File: src/rtl/alu_req_sequencer.sv
// Two-requester round-robin front end for a shared 1-cycle registered ALU.
// Optional macro ALU_SEQ_OP_COUNT_EN adds a 16-bit response handshake counter (o_op_count).
module alu_req_sequencer #(
    parameter int N = 4,
    parameter int M = 8,
    parameter int K = 8
) (
    input  logic         i_clk,
    input  logic         i_reset,
    input  logic         i_req0_valid,
    output logic         o_req0_ready,
    input  logic [N-1:0] i_req0_op,
    input  logic [M-1:0] i_req0_arg_A,
    input  logic [M-1:0] i_req0_arg_B,
    input  logic         i_req1_valid,
    output logic         o_req1_ready,
    input  logic [N-1:0] i_req1_op,
    input  logic [M-1:0] i_req1_arg_A,
    input  logic [M-1:0] i_req1_arg_B,
    output logic         o_rsp_valid,
    input  logic         i_rsp_ready,
    output logic         o_rsp_id,
    output logic [K-1:0] o_rsp_result,
    output logic [3:0]   o_rsp_status,
    output logic [N-1:0] o_alu_op,
    output logic [M-1:0] o_alu_arg_A,
    output logic [M-1:0] o_alu_arg_B,
    input  logic [K-1:0] i_alu_result,
    input  logic [3:0]   i_alu_status,
`ifdef ALU_SEQ_OP_COUNT_EN
    output logic [15:0]  o_op_count,
`endif
    output logic         o_busy
);
    typedef enum logic [1:0] {IDLE, EXEC, CAPT, RESP} state_t;

    state_t         state_reg, state_next;
    logic           last_grant_reg;
    logic [N-1:0]   op_reg;
    logic [M-1:0]   arg_a_reg, arg_b_reg;
    logic           id_reg;
    logic [K-1:0]   result_reg;
    logic [3:0]     status_reg;

    logic           grant0, grant1, accept;
    logic [N-1:0]   sel_op;
    logic [M-1:0]   sel_a, sel_b;
    logic           sel_supported;

    // On a tie the requester that was not granted last time wins.
    assign grant0 = i_req0_valid & (~i_req1_valid | last_grant_reg);
    assign grant1 = i_req1_valid & ~grant0;

    always_comb begin
        state_next   = state_reg;
        o_req0_ready = 1'b0;
        o_req1_ready = 1'b0;
        accept       = 1'b0;
        sel_op       = grant1 ? i_req1_op    : i_req0_op;
        sel_a        = grant1 ? i_req1_arg_A : i_req0_arg_A;
        sel_b        = grant1 ? i_req1_arg_B : i_req0_arg_B;
        sel_supported = (sel_op[N-1:N-2] == 2'b00);
        case (state_reg)
            IDLE: begin
                o_req0_ready = grant0;
                o_req1_ready = grant1;
                accept       = grant0 | grant1;
                if (accept)
                    state_next = sel_supported ? EXEC : RESP;
            end
            EXEC: state_next = CAPT;
            CAPT: state_next = RESP;
            RESP: if (i_rsp_ready) state_next = IDLE;
            default: state_next = IDLE;
        endcase
    end

    always_ff @(posedge i_clk or negedge i_reset) begin
        if (!i_reset) begin
            state_reg      <= IDLE;
            last_grant_reg <= 1'b1;
            op_reg         <= '0;
            arg_a_reg      <= '0;
            arg_b_reg      <= '0;
            id_reg         <= 1'b0;
            result_reg     <= '0;
            status_reg     <= '0;
        end else begin
            state_reg <= state_next;
            if (accept) begin
                op_reg         <= sel_op;
                arg_a_reg      <= sel_a;
                arg_b_reg      <= sel_b;
                id_reg         <= grant1;
                last_grant_reg <= grant1;
                if (!sel_supported) begin
                    result_reg <= '0;
                    status_reg <= 4'b1000;
                end
            end
            // Bit 3 is reserved for the unsupported-op flag owned by this block.
            if (state_reg == CAPT) begin
                result_reg <= i_alu_result;
                status_reg <= i_alu_status & 4'b0111;
            end
        end
    end

`ifdef ALU_SEQ_OP_COUNT_EN
    logic [15:0] op_count_reg;
    always_ff @(posedge i_clk or negedge i_reset) begin
        if (!i_reset)
            op_count_reg <= '0;
        else if (o_rsp_valid && i_rsp_ready)
            op_count_reg <= op_count_reg + 16'd1;
    end
    assign o_op_count = op_count_reg;
`endif

    logic alu_drive;
    assign alu_drive    = (state_reg == EXEC) || (state_reg == CAPT);
    assign o_alu_op     = alu_drive ? op_reg    : '0;
    assign o_alu_arg_A  = alu_drive ? arg_a_reg : '0;
    assign o_alu_arg_B  = alu_drive ? arg_b_reg : '0;
    assign o_rsp_valid  = (state_reg == RESP);
    assign o_rsp_id     = id_reg;
    assign o_rsp_result = result_reg;
    assign o_rsp_status = status_reg;
    assign o_busy       = (state_reg != IDLE);
endmodule
File: config.mk
export PLATFORM = sky130hd
export DESIGN_NAME = alu_req_sequencer
export DESIGN_NICKNAME = d
export VERILOG_FILES = /design/src/rtl/alu_req_sequencer.sv
export SDC_FILE = /design/constraint.sdc
export NUM_CORES = 1
export LEC_CHECK = 0
export BUFFER_PORTS_ARGS = -buffer_cell sky130_fd_sc_hd__buf_4
export CORE_MARGIN = 5
export CORE_UTILIZATION = 45
export DETAILED_ROUTE_END_ITERATION = 6
export PLACE_DENSITY = 0.79
export SLEW_MARGIN = 0
export SYNTH_ARGS = -nofsm -noshare
export SYNTH_HDL_FRONTEND = slang
export SYNTH_SLANG_ARGS = --single-unit
export TNS_END_PERCENT = 30
File: constraint.sdc
create_clock -name i_clk -period 1.8 [get_ports i_clk]
set_input_delay 0.18 -clock i_clk [delete_from_list [all_inputs] [get_ports i_clk]]
set_output_delay 0.18 -clock i_clk [all_outputs]
set_load 0.02 [all_outputs]
* After elaboration in Yosys (flattened, before gate mapping)
Cells that the tools add are included.
Word-level totals: register bits 36, input bits 57, output and inout bits 37, logic and storage cells 46
Cells by class: eq/ne operators 6, muxes and demuxes 19, bitwise gates (word level) 6, reduce and logical (&&, ||, !) cells 7
Operators with widths (count):
- 2-to-1 mux 8 bit | 7
- 2-to-1 mux 4 bit | 5
- case mux 2 bit (4 select lines) | 1
- 2-to-1 mux 2 bit | 3
- equality test 2 bit (second input constant) | 2
- logical NOT 2 bit | 2
- != test 2 x 1 -> 1 bit (second input constant) | 2
- AND reduction 2 bit | 2
- nonzero test 2 bit | 2
- 2-to-1 mux 1 bit | 3
- bitwise AND 1 bit | 2
- equality test 2 x 1 -> 1 bit (second input constant) | 1
- != test 2 bit (second input constant) | 1
- NOT 1 bit | 2
- bitwise OR 1 bit | 2
- logical OR 1 bit | 1

* Depth between registers and ports, before layout
word-level depth 10, mapped depth 6, mapped depth without buffers 5

* Worst setup path before layout
OpenSTA, ideal clock, no wires.
path type register -> register, from register state_reg[0], to register state_reg[1], setup time 0.124 ns, arrival time 1.324 ns, data required time 1.676 ns, slack 0.352 ns, stages on the path, launching flop included 6, buffers on the path 0, clock period less this slack 1.448 ns, cell sequence dfrtp_1 inv_1 ha_1 nor3b_2 nor3b_1 a211o_1
Between the ends: cells in the longest elaborated chain, start to end 3, elaborated cells on any way between the ends 8, those cells by class 5 x eq/ne; 1 x mux; 2 x reduce/logical
Ends and longest elaborated chain:
- start, declared | line 37 | state_t state_reg, state_next;
- start signal, assigned | line 89 | state_reg <= state_next;
- equality test 2 bit / logical NOT 2 bit (equally long branches) | line 63 | case (state_reg)
- != test 2 x 1 -> 1 bit (no source line) / != test 2 bit (equally long branches)
- AND reduction 2 bit (no source line)
Several ways; a longest one is shown, not always the timed one. A chain may end at the register's enable or synchronous reset.

* Worst setup path after layout
from register last_grant_reg, to output o_req1_ready
Between the ends: cells in the longest elaborated chain, start to end 5
Ends and longest elaborated chain:
- start, declared | line 38 | logic last_grant_reg;
- start signal, assigned | line 95 | last_grant_reg <= grant1;
- bitwise OR 1 bit | line 51 | assign grant0 = i_req0_valid & (~i_req1_valid | last_grant_reg);
- bitwise AND 1 bit | line 51
- NOT 1 bit | line 52 | assign grant1 = i_req1_valid & ~grant0;
- bitwise AND 1 bit | line 52
- 2-to-1 mux 1 bit | line 63
- end, declared | line 16 | output logic o_req1_ready,
Every way passes these cells.

==> metrics.md <==
| Metric | Value |
|---|---|
| Area occupied by registers | 902 um^2 |
| Num ports | 94 |
| Fillers | roughly 350 |
| Leading area contributor after synthesis | dfrtp_1 |
| Outcome | finished clean |
| Area delta synth->final | 46.2% |
| Row count | 23 |
| Clk Tree Root Cell | clkbuf_8 |
| Critical path fanouts, max | 16 |
| Worst Path Required | between 1.5 and 2 ns |
| Total track usage | roughly 17% |
| Hold_ws | 0.117 ns |
| Vias per inst | around 5 |
| Port Buf Inserts | slightly above 90 |
| First-iteration detailed-routing DRC count | 56 |
| N_diodes | 0 |
| CTS tree | yes |
| WL final | between 4000 and 5000 um |
| Critical R2R Capture | state_reg[1] |
| P_leak | about 1.4 nW |
| Most common cell in the netlist | dfrtp_1 |
| Placer congestion estimate | roughly 0.7 |
| Synth cell count leaders | dfrtp_1, mux2i_1, and2_1, nand2_1, o21ai_0 |
| First-pass GRT wire length | roughly 7400 um |
| GR Overflow Total | 0 |
| Hold crit path type | in -> reg |
| Slew @ Worst Pin | between 0.5 and 0.6 ns |
| R2R Setup Slk | around 0.24 ns |
| Depth of the CTS H-tree | 2 |
| Initial Utilization | between 40% and 50% |
| CTS max path bufs | 2 |
| CP dominant cell by count | buf_4 |
| Slowest CP cell | dfstp_2 |
| Total Power Consumption | between 0.004 and 0.005 W |
| Max VDD drop | ~0.0008 V |
| CP bufs+invs | 2 |
| Hold path cells | 2 |
| Maxcap violations | 0 |
| Syn Inst Count | around 180 |
| Mapped cell area | roughly 0.0019 mm^2 |
| Slew Viols, Final | 0 |
| Finished Cell Area | approximately 0.0027 mm^2 |
| Core area | 0.00400 mm^2 |
| Flops & latches, synth | 36 |
| Fmax | ~600 MHz |
| Largest net degree at the start of global routing | 37 |
| DP HPWL | roughly 3500 um |
| Tcrit/Tclk final | about 95% |
| Net Count, Synth | roughly 240 |
| Worst hold start | i_req0_valid |
| Crit start category | flop |
| Post-synth top area share | between 40 and 50% |
| Clock Latency Late Sink | around 0.28 ns |
| CP Class | reg -> out |
| Vias in the first global route | roughly 1700 |
| Mapped Avg Cell Area | just over 10 um^2 |
| Slew margin rel. | between 60% and 70% |
| DR pass1 iterations | 4 |
| Die H | 74.3 um |
| Final design utilization | 68.0% |
| DRC | 0 |
| Hold Crit Endpoint | last_grant_reg |
| Wire per inst | 14.1 um |
| Min cycle time layout | ~1.7 ns |
| Cts bufs inserted | 5 |
| Initial antenna violation count | 0 |
| Die Wd | about 74 um |
| Worst Skew | around 0.0028 ns |
| Worst path arrival time | roughly 1.5 ns |
| Crit path cell chain | a21boi_4 > buf_4 > and2_1 > buf_4 |
| EDFF count, synth | 0 |
| CTS clock-pin slew for the worst setup and hold paths | ~0.070 ns |
| Setup TNS | 0 ns |
| Post-synthesis cell type count | 26 |
| Worst r2r src | state_reg[0] |
| Post-CTS setup buffers | 0 |
| Worst setup EP type | output pin |
| Path depth of the worst reg2reg path | 5 |
| Via count | 1594 |
| Share of post-route cells with drive strength above 1 | 39.5% |
| Top_reg_cell synth | dfrtp_1 |
| Setup violations, final | 0 |
| Crit-path leading delay family | flip-flops |
| Unrepaired setup endpoints after global routing | no |
| Ys Warns | 0 |
| Full die area | about 0.0055 mm^2 |
| Placed Area | around 0.0026 mm^2 |
| Seq/Total Area, Yosys | 48.5% |
| PD cells | around 1800 mW/mm^2 |
| Fin nets | around 340 |
| Area of the multi-input gates | between 800 and 900 um^2 |
| Number of clock sinks | 36 |
| Antenna Violating Nets Remaining | 0 |
| CP max stage delay | between 0.5 and 0.6 ns |
| Ys async rst share | 100% |
| Ranking of synthesized cells by area | dfrtp_1, mux2i_1, and2_1 |
| Final hold vios | 0 |
kinds of logic after synthesis:
logic type,Yosys count,share of synthesized area (%)
compound gates,42,12.9
simple gates,50,14.0
flops,36,48.5
mux,32,17.2
buf+inv,17,4.64
fa+ha+maj,4,2.69
placed cells by master, fill, tap and decap left out, types with 2 or more instances in the layout:
cell | netlist | layout
a21oi_1 | 13 | 13
and2_1 | 21 | 21
buf_4 | 1 | 97
clkbuf_1 | 6 | 2
clkbuf_8 | 0 | 6
dfrtp_1 | 35 | 35
ha_1 | 4 | 3
inv_1 | 5 | 5
mux2i_1 | 32 | 32
nand2_1 | 21 | 21
nor2_1 | 4 | 4
o21ai_0 | 21 | 21
metrics by stage:
step	cells	setup WS, ns
CTS	326	0.0774
floorplan	181	0.352
detailed placement	317	0.181
global route	326	0.0299
global placement	317	0.199
finish	326	0.0977
power breakdown:
| group | leakage, nW | internal [W] | switching [W] |
|---|---|---|---|
| clock | 0.0455 | 0.000312 | 0.000268 |
| combinational | 0.898 | 0.00131 | 0.00155 |
| sequential | 0.445 | 0.00121 | 0.000210 |
| total | 1.39 | 0.00284 | 0.00202 |
worst max path at each step:
stage                              start             end  slack, ns  depth (start not counted)
after floorplan             state_reg[0]    state_reg[1]       0.35                          5
after global placement      state_reg[1]  o_alu_arg_A[2]       0.20                          4
after detailed placement    state_reg[0]    state_reg[1]       0.18                          5
after CTS                 last_grant_reg    o_req1_ready       0.08                          4
after global routing      last_grant_reg    o_req1_ready       0.03                          4
final                     last_grant_reg    o_req1_ready        0.1                          4
area by class of cell:
class	instances	area share, %
tap	50	2.30
timing repair buffer	99	27.9
clock buffer	8	3.31
multi-input combinational	128	32.6
sequential	36	33.2
inverter	5	0.690
layer usage:
layer / GRT usage, % / wire length, um / vias up / part of all wire [%]
met4: 5.14 / 36 / 0 / 0.78
met1: 19.1 / 1710 / 731 / 37
met3: 6.49 / 408 / 2 / 8.9
met5: 0 / 0 / - / 0
li1: - / - / 809 / -
met2: 31.6 / 2440 / 52 / 53
what timing repair did:
item | in CTS | in global routing
hold buffers | 1 | 0
gates resized for setup | 2 | 0
setup endpoints to repair | 20 | 0
endpoints found under the hold margin | 35 | 0
No activity file was read; power rests on OpenSTA's default activity.
